`src/rtl/dmem_lsu.sv`:
```
// Load/store unit between the multicycle core datapath and the 64-bit data memory.
// Loads are aligned and sign/zero-extended; sub-doubleword stores use read-modify-write.
// Optional feature macro: DMEM_LSU_WSTRB_EN adds mem_wstrb and replaces read-modify-write
// with a single strobed write.
module dmem_lsu #(
    parameter int unsigned MEM_LATENCY = 1,
    parameter int unsigned ADDR_W      = 64
) (
    input  logic              clock,
    input  logic              reset,
    input  logic              req_valid,
    output logic              req_ready,
    input  logic              req_we,
    input  logic [1:0]        req_size,
    input  logic              req_unsigned,
    input  logic [ADDR_W-1:0] req_addr,
    input  logic [63:0]       req_wdata,
    output logic              resp_valid,
    output logic [63:0]       resp_rdata,
    output logic              resp_misalign,
    output logic [ADDR_W-1:0] mem_addr,
    output logic [63:0]       mem_wdata,
    output logic              mem_wr,
`ifdef DMEM_LSU_WSTRB_EN
    output logic [7:0]        mem_wstrb,
`endif
    input  logic [63:0]       mem_rdata
);

    typedef enum logic [1:0] {StIdle, StRdWait, StWrite, StResp} state_e;

    state_e      state_q;
    logic [2:0]  cnt_q;
    logic        we_q;
    logic [1:0]  size_q;
    logic        uns_q;
    logic [2:0]  lane_q;
    logic [63:0] wdata_q;

    function automatic logic is_misaligned(input logic [1:0] size, input logic [2:0] a);
        unique case (size)
            2'b00:   return 1'b0;
            2'b01:   return a[0];
            2'b10:   return a[1:0] != 2'b00;
            default: return a != 3'b000;
        endcase
    endfunction

    // Byte-lane mask; only called for aligned accesses so the shift never spills.
    function automatic logic [7:0] lane_mask(input logic [1:0] size, input logic [2:0] lane);
        logic [7:0] m;
        unique case (size)
            2'b00:   m = 8'h01;
            2'b01:   m = 8'h03;
            2'b10:   m = 8'h0f;
            default: m = 8'hff;
        endcase
        return m << lane;
    endfunction

    function automatic logic [63:0] replicate(input logic [1:0] size, input logic [63:0] w);
        unique case (size)
            2'b00:   return {8{w[7:0]}};
            2'b01:   return {4{w[15:0]}};
            2'b10:   return {2{w[31:0]}};
            default: return w;
        endcase
    endfunction

    function automatic logic [63:0] bit_mask(input logic [7:0] m);
        logic [63:0] bm;
        for (int i = 0; i < 8; i++) begin
            bm[8*i +: 8] = {8{m[i]}};
        end
        return bm;
    endfunction

    function automatic logic [63:0] extend(input logic [63:0] d, input logic [1:0] size,
                                           input logic [2:0] lane, input logic uns);
        logic [63:0] s;
        s = d >> {lane, 3'b000};
        unique case (size)
            2'b00:   return uns ? {56'b0, s[7:0]}  : {{56{s[7]}}, s[7:0]};
            2'b01:   return uns ? {48'b0, s[15:0]} : {{48{s[15]}}, s[15:0]};
            2'b10:   return uns ? {32'b0, s[31:0]} : {{32{s[31]}}, s[31:0]};
            default: return s;
        endcase
    endfunction

    logic [63:0] merge_mask;
    logic [63:0] merged;

    // Read-modify-write merge of the latched store data into the fetched doubleword.
    always_comb begin
        merge_mask = bit_mask(lane_mask(size_q, lane_q));
        merged     = (replicate(size_q, wdata_q) & merge_mask) | (mem_rdata & ~merge_mask);
    end

`ifdef DMEM_LSU_WSTRB_EN
    logic unused_rdata;
    assign unused_rdata = ^mem_rdata;
`endif

    // Control FSM; every output is a register updated on the transition into its state.
    always_ff @(posedge clock or negedge reset) begin
        if (!reset) begin
            state_q       <= StIdle;
            cnt_q         <= '0;
            we_q          <= 1'b0;
            size_q        <= '0;
            uns_q         <= 1'b0;
            lane_q        <= '0;
            wdata_q       <= '0;
            req_ready     <= 1'b1;
            resp_valid    <= 1'b0;
            resp_rdata    <= '0;
            resp_misalign <= 1'b0;
            mem_addr      <= '0;
            mem_wdata     <= '0;
            mem_wr        <= 1'b0;
`ifdef DMEM_LSU_WSTRB_EN
            mem_wstrb     <= '0;
`endif
        end else begin
            unique case (state_q)
                StIdle: begin
                    if (req_valid) begin
                        we_q      <= req_we;
                        size_q    <= req_size;
                        uns_q     <= req_unsigned;
                        lane_q    <= req_addr[2:0];
                        wdata_q   <= req_wdata;
                        req_ready <= 1'b0;
                        if (is_misaligned(req_size, req_addr[2:0])) begin
                            state_q       <= StResp;
                            resp_valid    <= 1'b1;
                            resp_misalign <= 1'b1;
                        end else begin
                            mem_addr <= {req_addr[ADDR_W-1:3], 3'b000};
`ifdef DMEM_LSU_WSTRB_EN
                            if (req_we) begin
                                state_q   <= StWrite;
                                mem_wr    <= 1'b1;
                                mem_wdata <= replicate(req_size, req_wdata);
                                mem_wstrb <= lane_mask(req_size, req_addr[2:0]);
                            end
`else
                            if (req_we && req_size == 2'b11) begin
                                state_q   <= StWrite;
                                mem_wr    <= 1'b1;
                                mem_wdata <= req_wdata;
                            end
`endif
                            else begin
                                state_q <= StRdWait;
                                cnt_q   <= 3'(MEM_LATENCY - 1);
                            end
                        end
                    end
                end
                StRdWait: begin
                    if (cnt_q == 3'd0) begin
                        if (we_q) begin
                            state_q   <= StWrite;
                            mem_wr    <= 1'b1;
                            mem_wdata <= merged;
                        end else begin
                            state_q    <= StResp;
                            resp_valid <= 1'b1;
                            resp_rdata <= extend(mem_rdata, size_q, lane_q, uns_q);
                        end
                    end else begin
                        cnt_q <= cnt_q - 3'd1;
                    end
                end
                StWrite: begin
                    state_q    <= StResp;
                    mem_wr     <= 1'b0;
                    mem_wdata  <= '0;
`ifdef DMEM_LSU_WSTRB_EN
                    mem_wstrb  <= '0;
`endif
                    resp_valid <= 1'b1;
                end
                default: begin
                    state_q       <= StIdle;
                    resp_valid    <= 1'b0;
                    resp_rdata    <= '0;
                    resp_misalign <= 1'b0;
                    mem_addr      <= '0;
                    req_ready     <= 1'b1;
                end
            endcase
        end
    end

endmodule

```
`config.mk`:
```
export PLATFORM = sky130hd
export DESIGN_NAME = dmem_lsu
export DESIGN_NICKNAME = d
export VERILOG_FILES = /design/src/rtl/dmem_lsu.sv
export SDC_FILE = /design/constraint.sdc
export NUM_CORES = 1
export LEC_CHECK = 0
export ABC_AREA = 1
export BUFFER_PORTS_ARGS = -buffer_cell sky130_fd_sc_hd__buf_2
export CAP_MARGIN = 10
export CORE_MARGIN = 5
export CORE_UTILIZATION = 50
export CTS_CLUSTER_SIZE = 40
export DETAILED_ROUTE_END_ITERATION = 12
export GPL_TIMING_DRIVEN = 0
export PLACE_DENSITY = 0.81
export SETUP_SLACK_MARGIN = 0.4
export SLEW_MARGIN = 20
export SYNTH_ARGS = -nofsm -noshare
export SYNTH_HDL_FRONTEND = slang
export SYNTH_SLANG_ARGS = --single-unit
```
`constraint.sdc`:
```
create_clock -name clock -period 5.7 [get_ports clock]
set_input_delay 0.285 -clock clock [delete_from_list [all_inputs] [get_ports clock]]
set_output_delay 0.285 -clock clock [all_outputs]
set_load 0.01 [all_outputs]
```
# Word level (Yosys, flattened, before mapping)
# Cells that the tools add are included.
[totals]
input_bits = 199
output_inout_bits = 196
latch_bits = 0
mem_bits_ro = 0
ff_bits = 272
ramBits = 0
memories = 0
[op_classes]
mux = 46
addsub = 1
order_cmp = 0
multipliers = 0
n_shift = 2
bitwise = 6
n_div = 0
n_eq_ne = 16
reduce_logical = 20
[ops]
columns = ["op", "count"]
rows = [
  ["$mux 64", 12],
  ["$pmux 64 s3", 3],
  ["$pmux 64 s2", 2],
  ["$and 64x64->64", 2],
  ["$not 64->64", 1],
  ["$or 64x64->64", 1],
  ["$shr 64x6->64", 1],
  ["$pmux 8 s3", 1],
  ["$ne 2x2->1 const B", 9],
  ["$mux 1", 13],
  ["$mux 3", 4],
  ["$pmux 1 s3", 3],
  ["$reduce_and 3->1", 3],
  ["$eq 2x2->1 const B", 4],
  ["$mux 2", 4],
  ["$shl 8x3->8", 1],
  ["$eq 2x1->1 const B", 3],
  ["$logic_not 2->1", 3],
  ["$pmux 2 s3", 1],
  ["$pmux 3 s2", 1],
  ["$reduce_and 2->1", 3],
  ["$reduce_and 6->1", 1],
  ["$reduce_bool 3->1", 2],
  ["$reduce_and 5->1", 1],
  ["8 further kinds", 12],
]

# Depth between registers and ports, before layout
[logic_depth]
depth_word = 9
mapped_depth = 13

# Worst setup path after synthesis
# Ideal clock, no wire load.
[synth_path]
kind = "reg2reg"
startpoint = "register state_q[0]"
endpoint = "register mem_wdata[17]"
path_buffers = 3
slack_ps = 3904
stages_incl_launch_ff = 9
arrival_time_ps = 1718
synth_period_minus_slack_ps = 1796
cell_sequence = "dfrtp_1 > inv_1 > ha_1 > buf_2 > inv_1 > clkbuf_1 > clkbuf_1 > a21oi_1 > a21oi_1"
[synth_via]
elab_chain_len = 3
word_cells_on_any_way = 11
cone_classes = "eq/ne (7); mux (1); reduce/logical (3)"
[synth_rtl]
columns = ["item", "line_no", "source"]
rows = [
  ["start, declared", "32", "state_e state_q;"],
  ["start signal, assigned", "107", "state_q <= StIdle;"],
  ["start signal, assigned", "135", "state_q <= StResp;"],
  ["start signal, assigned", "149", "state_q <= StWrite;"],
  ["$eq 2x1->1 (tied with other cells)", "125", "unique case (state_q)"],
  ["$ne 2x2->1 (no line) / $reduce_bool 3->1 (equally long branches)", "n/a", ""],
  ["$reduce_and 6->1 (no line)", "n/a", ""],
  ["end signal, assigned", "151", "mem_wdata <= req_wdata;"],
  ["end signal, assigned", "166", "mem_wdata <= merged;"],
  ["end, declared", "22", "output logic [63:0] mem_wdata,"],
]
# Parallel ways exist; a longest one is shown, timed or not.
# A chain may end at the register's enable or synchronous reset.

# Final worst setup path
[layout_path]
startpoint = "register state_q[1]"
endpoint = "register mem_wdata[20]"
# The elaborated chain is that of the path after synthesis.

==> impl_metrics.tcl <==
set metrics [dict create \
    status "finished with violations" \
    violations "hold timing" \
    hp-start "req_wdata[38]" \
    arrival_ns 3.05 \
    io_pins 395 \
    wl_mm 67.7 \
    area_delta_synth_final_pct 27.7 \
    ctsHoldBuffers 66 \
    cts_setup_buffers 0 \
    grt_antenna_before_repair 2 \
    yosys_warnings 0 \
    critPathSlowestCell "clkbuf_1" \
    rsz0062_at_grt "false" \
    fp-row-count 63 \
    drive_gt1_share_pct 25.8 \
    synth_top_cell_area_share_pct 44.6 \
    cts_num_sinks 269 \
    final_cell_mix "701 x nand2_1, 453 x buf_2, 268 x dfrtp_1" \
    fp.dieW_um 183 \
    finalClockSkew_ns 0.0114 \
    irDropWorstVdd_mv 0.414 \
    ys_top_cells_by_area "dfrtp_1 45%, nand2_1 18%, o21ai_0 6.3%" \
    finalCritPeriodShare_pct 45.3 \
    drt-initial-drc-count 1554 \
    r2r_slack_ns 3.12 \
    path_clk_slew_ns 0.06 \
    wl_per_cell_um 23.4 \
    ys_seq_elements 269 \
    slew_headroom_pct 49.8 \
    cp-end-kind "flop" \
    cts_tree "done" \
    leakage_nw 10.1 \
    fin_crit_ns 2.58 \
    synth_largest_area_cell "dfrtp_1" \
    maxCapViolCount 0 \
    io_buffers 391 \
    clock.fmax_ghz 0.387 \
    cp_data_required_time_ns 6.17 \
    cp_cell_sequence "inv_1, ha_1, buf_2, inv_1, clkbuf_1, clkbuf_1, a21oi_1, a21oi_1" \
    place.gp.congestion 1.05 \
    synthCells 1983 \
    ctsResizeCount 0 \
    tightest_slew_ns 0.753 \
    antenna_left 0 \
    syn_area_per_cell_um2 7.58 \
    grt-ovfl-total 0 \
    fin_tns_setup_ns 0 \
    r2r_cells 8 \
    total_power_mw 12.8 \
    drv_slew 0 \
    seq_area_frac_synth_pct 44.8 \
    synth_cell_type_count 42 \
    fin_hold_ws_ns -0.000928 \
    grt_pass1_vias 16700 \
    grt_usage_pct 39.1 \
    routed_via_density 5.79 \
    h-tree-depth 1 \
    hold_viol 2 \
    p_per_area_mw_per_mm2 668 \
    dieArea_mm2 0.0336 \
    min_path_type "in2reg" \
    finalNetCount 2680 \
    r2r_end "mem_wdata[20]" \
    core_mm2 0.0296 \
    ctsRootBufferMaster "clkbuf_16" \
    hold-path-endpoint "wdata_q[38]" \
    grt_first_pass_wirelength_mm 100 \
    reg2reg_from "state_q[1]" \
    critPathMaxStageDelay_ns 0.57 \
    path_class "reg2reg" \
    syn_area_mm2 0.0150 \
    dpl_cell_area_mm2 0.0175 \
    fillers 2582 \
    grt_max_degree 101 \
    final_common_cell "nand2_1" \
    drt_pass1_iterations 5 \
    holdPathStages 3 \
    die_y_um 183 \
    start_util_pct 50.7 \
    finalSetupViolCount 0 \
    clock_path_buffers 3 \
    finalInstanceArea_mm2 0.0192 \
    drc 0 \
    crit_fanout 10 \
    clk_latency_ns 0.56 \
    num_vias 16700 \
    startpoint_type "flop" \
    cts-buffers-inserted 29 \
    dp_hpwl_mm 52.7 \
]
report_power, final:
part / internal [mW] / leakage (nW) / switching (mW)
clock: 1.14 / 0.486 / 0.806
sequential: 2.80 / 3.40 / 0.580
combinational: 2.43 / 6.24 / 5.08
total: 6.36 / 10.1 / 6.46
flip-flops by register name (all words and copies together) (netlist names):
| name | cells |
|---|---|
| size_q | 2 |
| state_q | 2 |
| lane_q | 3 |
| resp_valid | 1 |
| we_q | 1 |
| wdata_q | 64 |
| mem_wdata | 64 |
| cnt_q | 3 |
| resp_misalign | 1 |
| req_ready | 1 |
| mem_addr | 61 |
| mem_wr | 1 |
| resp_rdata | 64 |
| uns_q | 1 |
synth_stat cells:
| library cell | number |
|---|---|
| or2_2 | 10 |
| nor2_4 | 6 |
| o21ai_0 | 190 |
| o21bai_1 | 32 |
| buf_1 | 3 |
| nand3_1 | 158 |
| nand2_4 | 7 |
| conb_1 | 1 |
| inv_6 | 1 |
| inv_4 | 1 |
| nand2_1 | 701 |
| buf_6 | 15 |
| nand2_2 | 8 |
| o211ai_1 | 34 |
| inv_1 | 75 |
| o21ai_1 | 35 |
| nor2_1 | 75 |
| a21boi_0 | 1 |
| a21oi_1 | 139 |
| clkbuf_1 | 40 |
| o21a_1 | 9 |
| nand4_1 | 2 |
| nor3_2 | 1 |
| ha_1 | 6 |
| a22o_1 | 1 |
| buf_4 | 16 |
| a21oi_2 | 1 |
| buf_8 | 1 |
| o22ai_1 | 5 |
| a31o_2 | 1 |
| mux2_2 | 44 |
| dfstp_2 | 1 |
| dfrtp_1 | 268 |
| nor2_2 | 3 |
| xor2_1 | 1 |
| a21oi_4 | 1 |
| inv_2 | 13 |
| nor3_1 | 3 |
| nand3_2 | 5 |
| o21ai_2 | 2 |
| nand3b_1 | 4 |
| buf_2 | 63 |
metal layers:
metal	share of wire [%]	track usage (%)	vias up
li1	-	-	7501
met1	37	47.5	7980
met2	47	65.3	1016
met3	9.4	8.29	232
met4	6.8	21.2	0
met5	0	0	-
critical path: cells and delay by family (launching register included):
kind / cells / cell delay [ns]
DFF: 1 / 0.38
buffers and inverters: 5 / 1.41
AOI/OAI and AO/OA: 2 / 0.36
adders and majority gates: 1 / 0.34
worst max path at each step:
stage | start | to | slack (ns) | depth (start not counted)
after floorplan | state_q[0] | mem_wdata[17] | 3.90 | 8
after global placement | reset | mem_addr[57] | -0.42 | 1
after detailed placement | state_q[1] | mem_wdata[20] | 3.24 | 8
after CTS | state_q[1] | mem_wdata[20] | 3.16 | 8
after global routing | state_q[0] | mem_wdata[20] | 2.97 | 8
final | state_q[1] | mem_wdata[20] | 3.12 | 8
metrics by stage:
| stage | util, % | setup slack [ns] | std cells | hold slack [ns] |
|---|---|---|---|---|
| floorplan | - | 3.90 | 1985 | -0.0106 |
| global placement | 59.0 | -0.424 | 2766 | 0.457 |
| detailed placement | 59.2 | 3.24 | 2768 | 0.370 |
| CTS | 64.7 | 3.16 | 2887 | 0.000540 |
| global route | 64.7 | 2.97 | 2888 | 0.000471 |
| finish | 64.8 | 3.12 | 2889 | -0.000928 |
logic make-up (layout without fill, tap and decap cells):
| kind of cell | after synthesis | after routing | synth area share, % |
|---|---|---|---|
| compound gates | 451 | 451 | 16.5 |
| xor+xnor | 1 | 1 | 0.0583 |
| fa+ha+maj | 6 | 6 | 0.500 |
| buf+inv | 228 | 740 | 7.50 |
| flops | 269 | 269 | 44.8 |
| mux | 44 | 44 | 3.30 |
| other cells | 1 | 5 | 0.0250 |
| simple gates | 983 | 983 | 27.3 |
cell type report:
cell class | count | area [um^2] | area share, %
sequential | 269 | 6730 | 35.1
timing repair buffer | 459 | 2680 | 14.0
clock inverter | 12 | 123 | 0.639
multi-input combinational | 1488 | 7170 | 37.4
buffer | 138 | 781 | 4.07
clock buffer | 41 | 861 | 4.49
antenna | 2 | 5.00 | 0.0261
tap | 390 | 488 | 2.54
inverter | 90 | 345 | 1.80
Note: power is estimated with default switching activity, not from simulation.
